`src/rtl/pow4_lane_sched.sv`:
```
// pow4_lane_sched
// Round-robin scheduler that lets NUM_LANES sample streams share one pow_4
// instance ((I+jQ)^4). The lane tag of each sample follows pow_4's
// valid-advanced two-register pipeline. When no lane is requesting, a zero
// bubble pushes the last sample out of pow_4, and its result is returned
// with the lane index it came from.
//
// Ports
//   clk, rst_n            clock, asynchronous active-low reset
//   i_lane_valid          per-lane request
//   i_lane_data_i/_q      packed lane samples, lane n at [n*NBW_IN +: NBW_IN]
//   o_lane_ready          one-hot grant (combinational)
//   o_p4_valid/_data_*    drive pow_4 inputs (data is 0 on a bubble)
//   i_p4_data_i/_q        pow_4 outputs
//   o_res_valid/_lane     result strobe and the lane index of the result
//   o_res_data_i/_q       pow_4 result while o_res_valid, otherwise 0
module pow4_lane_sched #(
  parameter int NUM_LANES  = 4,
  parameter int NBW_IN     = 9,
  parameter int NBW_OUT    = 9,
  parameter int FLUSH_WAIT = 0,
  localparam int LW = (NUM_LANES > 1) ? $clog2(NUM_LANES) : 1
) (
  input  logic                        clk,
  input  logic                        rst_n,
  input  logic [NUM_LANES-1:0]        i_lane_valid,
  input  logic [NUM_LANES*NBW_IN-1:0] i_lane_data_i,
  input  logic [NUM_LANES*NBW_IN-1:0] i_lane_data_q,
  output logic [NUM_LANES-1:0]        o_lane_ready,
  output logic                        o_p4_valid,
  output logic [NBW_IN-1:0]           o_p4_data_i,
  output logic [NBW_IN-1:0]           o_p4_data_q,
  input  logic [NBW_OUT-1:0]          i_p4_data_i,
  input  logic [NBW_OUT-1:0]          i_p4_data_q,
  output logic                        o_res_valid,
  output logic [LW-1:0]               o_res_lane,
  output logic [NBW_OUT-1:0]          o_res_data_i,
  output logic [NBW_OUT-1:0]          o_res_data_q
);

  localparam int CW = (FLUSH_WAIT > 0) ? $clog2(FLUSH_WAIT + 1) : 1;
  localparam logic [LW:0]   NL   = (LW+1)'(NUM_LANES);
  localparam logic [LW-1:0] LAST = LW'(NUM_LANES - 1);
  localparam logic [CW-1:0] FW   = CW'(FLUSH_WAIT);

  logic [LW-1:0] rr_ptr;
  logic [LW-1:0] gnt_idx;
  logic [LW-1:0] scan_idx;
  logic [LW:0]   scan_sum;
  logic          any_req;
  logic          bubble;
  logic          advance;
  logic          s1_v;
  logic [LW-1:0] s1_lane;
  logic [LW-1:0] s2_lane;
  logic          res_vld;
  logic [CW-1:0] idle_cnt;

  // Scan from the farthest offset down to offset 0 so the lane closest to
  // the rr pointer (wrapping) is the last one written, i.e. it wins.
  always_comb begin
    any_req  = 1'b0;
    gnt_idx  = '0;
    scan_sum = '0;
    scan_idx = '0;
    for (int k = NUM_LANES - 1; k >= 0; k--) begin
      scan_sum = {1'b0, rr_ptr} + (LW+1)'(k);
      if (scan_sum >= NL) scan_sum = scan_sum - NL;
      scan_idx = scan_sum[LW-1:0];
      if (i_lane_valid[scan_idx]) begin
        any_req = 1'b1;
        gnt_idx = scan_idx;
      end
    end
  end

  // A request always beats a pending flush, so a bubble only fills a
  // cycle that would otherwise be empty.
  assign bubble  = ~any_req & s1_v & (idle_cnt == FW);
  assign advance = any_req | bubble;

  assign o_lane_ready = any_req ? (NUM_LANES'(1) << gnt_idx) : '0;
  assign o_p4_valid   = advance;
  assign o_p4_data_i  = any_req ? i_lane_data_i[gnt_idx*NBW_IN +: NBW_IN] : '0;
  assign o_p4_data_q  = any_req ? i_lane_data_q[gnt_idx*NBW_IN +: NBW_IN] : '0;

  // s2 holds the lane of the result now on pow_4's output; its validity is
  // res_vld, which is only set on the edge that actually moved a sample there.
  always_ff @(posedge clk or negedge rst_n) begin
    if (!rst_n) begin
      rr_ptr   <= '0;
      s1_v     <= 1'b0;
      s1_lane  <= '0;
      s2_lane  <= '0;
      res_vld  <= 1'b0;
      idle_cnt <= '0;
    end else begin
      res_vld <= advance & s1_v;
      if (any_req) rr_ptr <= (gnt_idx == LAST) ? '0 : gnt_idx + 1'b1;
      if (advance) begin
        s1_v     <= any_req;
        s1_lane  <= gnt_idx;
        s2_lane  <= s1_lane;
        idle_cnt <= '0;
      end else if (s1_v && (idle_cnt != FW)) begin
        idle_cnt <= idle_cnt + 1'b1;
      end
    end
  end

  assign o_res_valid  = res_vld;
  assign o_res_lane   = s2_lane;
  assign o_res_data_i = res_vld ? i_p4_data_i : '0;
  assign o_res_data_q = res_vld ? i_p4_data_q : '0;

endmodule
```
`config.mk`:
```
export PLATFORM = sky130hd
export DESIGN_NAME = pow4_lane_sched
export DESIGN_NICKNAME = d
export VERILOG_FILES = /design/src/rtl/pow4_lane_sched.sv
export SDC_FILE = /design/constraint.sdc
export NUM_CORES = 1
export LEC_CHECK = 0
export BUFFER_PORTS_ARGS = -buffer_cell sky130_fd_sc_hd__buf_2
export CAP_MARGIN = 20
export CELL_PAD_IN_SITES_DETAIL_PLACEMENT = 2
export CELL_PAD_IN_SITES_GLOBAL_PLACEMENT = 2
export CORE_AREA = 4 4 98 90
export CTS_CLUSTER_DIAMETER = 50
export CTS_CLUSTER_SIZE = 16
export DETAILED_ROUTE_END_ITERATION = 8
export DIE_AREA = 0 0 102 94
export GPL_ROUTABILITY_DRIVEN = 0
export MAX_ROUTING_LAYER = met4
export PLACE_DENSITY = 0.84
export SYNTH_ARGS = -nofsm -noshare
export SYNTH_HDL_FRONTEND = slang
export SYNTH_SLANG_ARGS = --single-unit
export TNS_END_PERCENT = 30
```
`constraint.sdc`:
```
create_clock -name clk -period 2 [get_ports clk]
set_input_delay 0.3 -clock clk [delete_from_list [all_inputs] [get_ports clk]]
set_output_delay 0.3 -clock clk [all_outputs]
set_load 0.05 [all_outputs]
```
# == After elaboration in Yosys (flattened, before gate mapping) ==
# Cells that the tools add are included.
# totals
elab_cells,64
reg_bits,9
inputBits,96
output_inout_bits,44
# op_classes
n_reduce_logical,2
shift,3
n_bitwise,6
add_sub_neg,9
order_cmp,8
eq_ne,1
n_mul,1
muxes,28
# ops
cell,count
indexed part select 36 x 7 -> 9 bit,2
two-way mux 9 bit,4
two-way mux 2 bit,9
less-than comparator 2 x 3 -> 1 bit (second input constant),4
two-way mux 1 bit,10
greater-or-equal comparator 3 bit (second input constant),3
binary-select mux 1 bit (select 2 bit),4
subtractor 2 x 1 -> 2 bit (second input constant),4
adder 2 x 2 -> 3 bit (second input constant),2
multiplier 2 x 4 -> 6 bit (second input constant),1
two-way mux 4 bit,1
left shift 1 x 2 -> 4 bit (first input constant),1
adder 2 x 1 -> 3 bit (second input constant),1
AND 1 bit,3
greater-or-equal comparator 2 x 3 -> 1 bit (second input constant),1
adder 2 x 1 -> 2 bit (second input constant),1
== test 2 bit (second input constant),1
inverter 1 bit,2
nonzero test 2 bit,1
adder 1 bit (second input constant),1
logical AND 1 bit,1
bitwise OR 1 bit,1

# == Depth between registers and ports, before layout ==
# logic_depth
ltp_word,14
mapped_depth,9
ltp_nobuf,7

# == Least setup slack after synthesis ==
# Ideal clock, no wire load.
# synth_timing
kind,register to output
start,reg rr_ptr[1]
end,out o_lane_ready[0]
stages_incl_launch_ff,7
path_buffers,1
setup_slack_ps,-285
t_arrival_ps,1985
t_required_ps,1700
path_cell_list,dfrtp_1 > inv_1 > a21boi_1 > o221ai_2 > clkbuf_1 > ha_1 > nor2b_1
# synth_between
elab_chain_len,11
# synth_rtl
item,line,source
from (decl),46,logic [LW-1:0] rr_ptr;
from (signal assigned),99,if (any_req) rr_ptr <= (gnt_idx == LAST) ? '0 : gnt_idx + 1'b1;
adder 2 x 2 -> 3 bit,67,"scan_sum = {1'b0, rr_ptr} + (LW+1)'(k);"
greater-or-equal comparator 3 bit or subtractor 2 x 1 -> 2 bit (tied branches),68,if (scan_sum >= NL) scan_sum = scan_sum - NL;
two-way mux 2 bit,68,
binary-select mux 1 bit (select 2 bit),70,if (i_lane_valid[scan_idx]) begin
two-way mux 1 bit (implied by the code),70,
two-way mux 2 bit (4 in a row),70,
left shift 1 x 2 -> 4 bit,82,assign o_lane_ready = any_req ? (NUM_LANES'(1) << gnt_idx) : '0;
two-way mux 4 bit *,82,
to (decl),29,"output logic [NUM_LANES-1:0] o_lane_ready,"
# Every way passes the cells marked *; elsewhere a longest branch is shown, timed or not. The select of a mux whose other input is x is not followed.

# == Worst setup path after layout ==
# layout_timing
start,reg rr_ptr[0]
end,out o_p4_data_q[1]
# layout_between
elab_chain_len,12
# layout_rtl
item,line,source
adder 2 x 2 -> 3 bit,67,
greater-or-equal comparator 3 bit or subtractor 2 x 1 -> 2 bit (tied branches),68,
two-way mux 2 bit,68,
binary-select mux 1 bit (select 2 bit),70,
two-way mux 1 bit (implied by the code),70,
two-way mux 2 bit (4 in a row),70,
multiplier 2 x 4 -> 6 bit,85,assign o_p4_data_q = any_req ? i_lane_data_q[gnt_idx*NBW_IN +: NBW_IN] : '0;
indexed part select 36 x 7 -> 9 bit,85,
two-way mux 9 bit *,85,
to (decl),32,"output logic [NBW_IN-1:0] o_p4_data_q,"
# Marks and branches as above.

==> results.toml <==
[pwr]
sw_frac_of_total_pct = 53.2
power.combinational.fraction_pct = 84.8
power.share.clock_pct = 6.5
pwr_density_cell_nw_per_um2 = 1350
seqPwrFrac_pct = 8.6
ir_worst_vdd_mv = 0.579
power.internal_w = 0.00154
switching_power_w = 0.00175
cellLeakagePower_nw = 1.30

[grt]
grt_antenna_before_repair = 1
grt_first_pass_wirelength_um = 8900
grtUsageMet2_pct = 22.6
grt_usage_pct = 12.1
global_route.peak_usage_layer = "met2"
grt.met1_usage_pct = 12.7
grt_start_max_net_pins = 20
first_global_vias = 1844
grt_remaining_overflow = 0
met3_usage_pct = 3.12

[worst_hold_path]
min_path_type = "input pin to async pin"

[timing]
maxSlewHeadroom_pct = 73.0
finalClockSkew_ps = 3.47
max_clock_freq_mhz = 447
timing_hold_violations_final = 0
worst_slack_ps = -240
finalSetupViolations = 22
rsz0062_at_grt = "true"
timing_worst_slew_pin_value_ps = 405
report.final.slew_viol_count = 0
period_needed_ps = 2240
fin_crit_sh_pct = 112

[floorplan]
chipWidth_um = 102
dieHeight_um = 94
std_cell_rows = 31
initial_utilization_pct = 14.5
design.core.area_um2 = 7910
die_area_um2 = 9590
top_level_pins = 140

[cells_and_area]
syn2layout_area_growth_pct = 112
final_area_um2 = 2430
final_cell_count_no_fill = 388
final_cell_mix = "117 x buf_2, 27 x mux2i_1, 25 x buf_4"
finish.net_count = 389
drive_gt1_share_pct = 64.6
final_common_cell = "buf_2"

[routing]
route.antenna.remaining_nets = 0
drt_drc_violations_left = 0
first_iter_violations = 24
wl_per_cell_um = 15.3
num_vias = 1657
routed_via_density = 4.27
drt-total-wl_um = 5960
detailedRoute.firstPassIterationCount = 3

[synth]
synth.net_count = 233
post_synth_num_cell_types = 24
syn_avg_cell_area_um2 = 8.62
netlist_instances = 133
cell_area_after_synthesis_um2 = 1150
synth_seq_cells = 9
synth.yosys.warnings = 0
synth-seq-area-share_pct = 19.7

[clock_network]
cts_tree = "done"
cts.sinks = 9
insertion_delay_ps = 240
cts_max_path_buffers = 2
cts_root_buffer = "clkbuf_8"
tritoncts.num_buffers = 3
path_clk_slew_ps = 50
ctsHtreeMaxLevel = 1

[worst_setup_path]
critical_path_class = "register to primary output"
worst_setup_path_end_kind = "primary output"
cp.required_ps = 1700
timing.critical_path.fanout_max = 8
crit_arrival_ps = 1940
critical_path.startpoint_type = "register"

[job]
cap_violations = 0

[placed_design]
dp.cells = 376
place_hpwl_um = 4820
place.port_buffers = 139
placedInstanceArea_um2 = 2060

[run_status]
failed_checks = "setup timing"
run_status = "finished, violations left"
power by group through the flow:
stage | clock network, W | registers, W | logic (W)
CTS | 0.000229 | 0.000284 | 0.00268
floorplan | 0 | 0.000326 | 0.00157
detailed placement | 0 | 0.000278 | 0.00225
global route | 0.000236 | 0.000291 | 0.00295
global placement | 0 | 0.000271 | 0.00221
finish | 0.000215 | 0.000284 | 0.00279
worst paths after layout:
check                      cells past startpoint                         to                 startpoint  slack [ps]
min in group clk                               1  o_res_lane[0]$_DFFE_PN0P_  o_res_lane[0]$_DFFE_PN0P_         470
min reg2reg                                    1  o_res_lane[0]$_DFFE_PN0P_  o_res_lane[0]$_DFFE_PN0P_         470
max reg2reg                                    9      rr_ptr[1]$_DFFE_PN0P_      rr_ptr[0]$_DFFE_PN0P_         310
min                                            2           s1_v$_DFFE_PN0P_                      rst_n         460
max                                            8             o_p4_data_q[1]      rr_ptr[0]$_DFFE_PN0P_        -240
max in group asynchronous                      2      rr_ptr[1]$_DFFE_PN0P_                      rst_n        1350
cell families after synthesis:
logic type	share of synthesized area (%)
AO/OA/AOI/OAI	15.2
buffers and inverters	6.66
adder cells (fa/ha/maj)	4.37
AND/OR/NAND/NOR	20.7
multiplexers	33.4
flip-flops	19.7
cell usage after synthesis (all sizes together):
| library cell | count | area share, % |
|---|---|---|
| mux2i | 36 | 31 |
| and2 | 18 | 9.8 |
| o22ai | 18 | 9.8 |
| dfrtp | 9 | 20 |
| nand2 | 8 | 2.6 |
| inv | 6 | 2.0 |
| nor2b | 6 | 3.3 |
| buf | 5 | 3.7 |
| nor2 | 5 | 1.6 |
| o21ai | 5 | 2.5 |
| ha | 4 | 4.4 |
| clkbuf | 3 | 0.98 |
| a21oi | 2 | 0.87 |
| mux2 | 2 | 2.0 |
| a21boi | 1 | 0.66 |
| and3 | 1 | 0.55 |
| nand3 | 1 | 0.44 |
| nand4 | 1 | 0.55 |
| nor4 | 1 | 1.9 |
| o221ai | 1 | 1.3 |
per-stage QoR:
stage | setup WS [ps] | hold WS [ps] | total power [W] | util, % | setup TNS, ps
2_1_floorplan | -256 | 4.41 | 0.00189 | - | -4280
3_3_place_gp | 35.6 | 162 | 0.00248 | 26.0 | 0
3_5_place_dp | 10.6 | 170 | 0.00252 | 26.0 | 0
4_1_cts | -200 | 470 | 0.00319 | 29.6 | -3760
5_1_grt | -339 | 483 | 0.00347 | 30.7 | -6690
6_report | -240 | 455 | 0.00329 | 30.7 | -3920
registers in the layout, summed over array words and instances (netlist names):
name         count
idle_cnt         1
o_res_lane       2
o_res_valid      1
rr_ptr           2
s1_lane          2
s1_v             1
critical path: stages, from the launching register on:
cell	delay [ps]
dfrtp_1	430
nor2b_4	150
nand2_1	70
nand4_1	160
buf_6	190
buf_16	150
mux2i_4	180
o22ai_2	180
buf_6	190
area by class of cell:
type                            instances  area [um^2]
Fill cell                             930         5480
Sequential cell                         9          226
Timing Repair Buffer                  159         1050
Antenna cell                            1         2.50
Clock buffer                            4         45.0
Inverter                                6         22.5
Tap cell                               99          124
Multi-Input combinational cell        110          953
timing repair:
action                     in CTS  in global routing
setup buffers                   3                  0
hold buffers                    1                  0
hold endpoints to repair        9                  0
cloned                          3                  0
resized for setup              44                 19
setup endpoints to repair      22                 22
pin swaps                      13                  8
metal layers:
metal | vias to the layer above | wire length [um]
met4 | 0 | 91
met5 | - | 0
met3 | 8 | 554
li1 | 791 | -
met1 | 771 | 2160
met2 | 87 | 3150
Note: power is estimated with default switching activity, not from simulation.
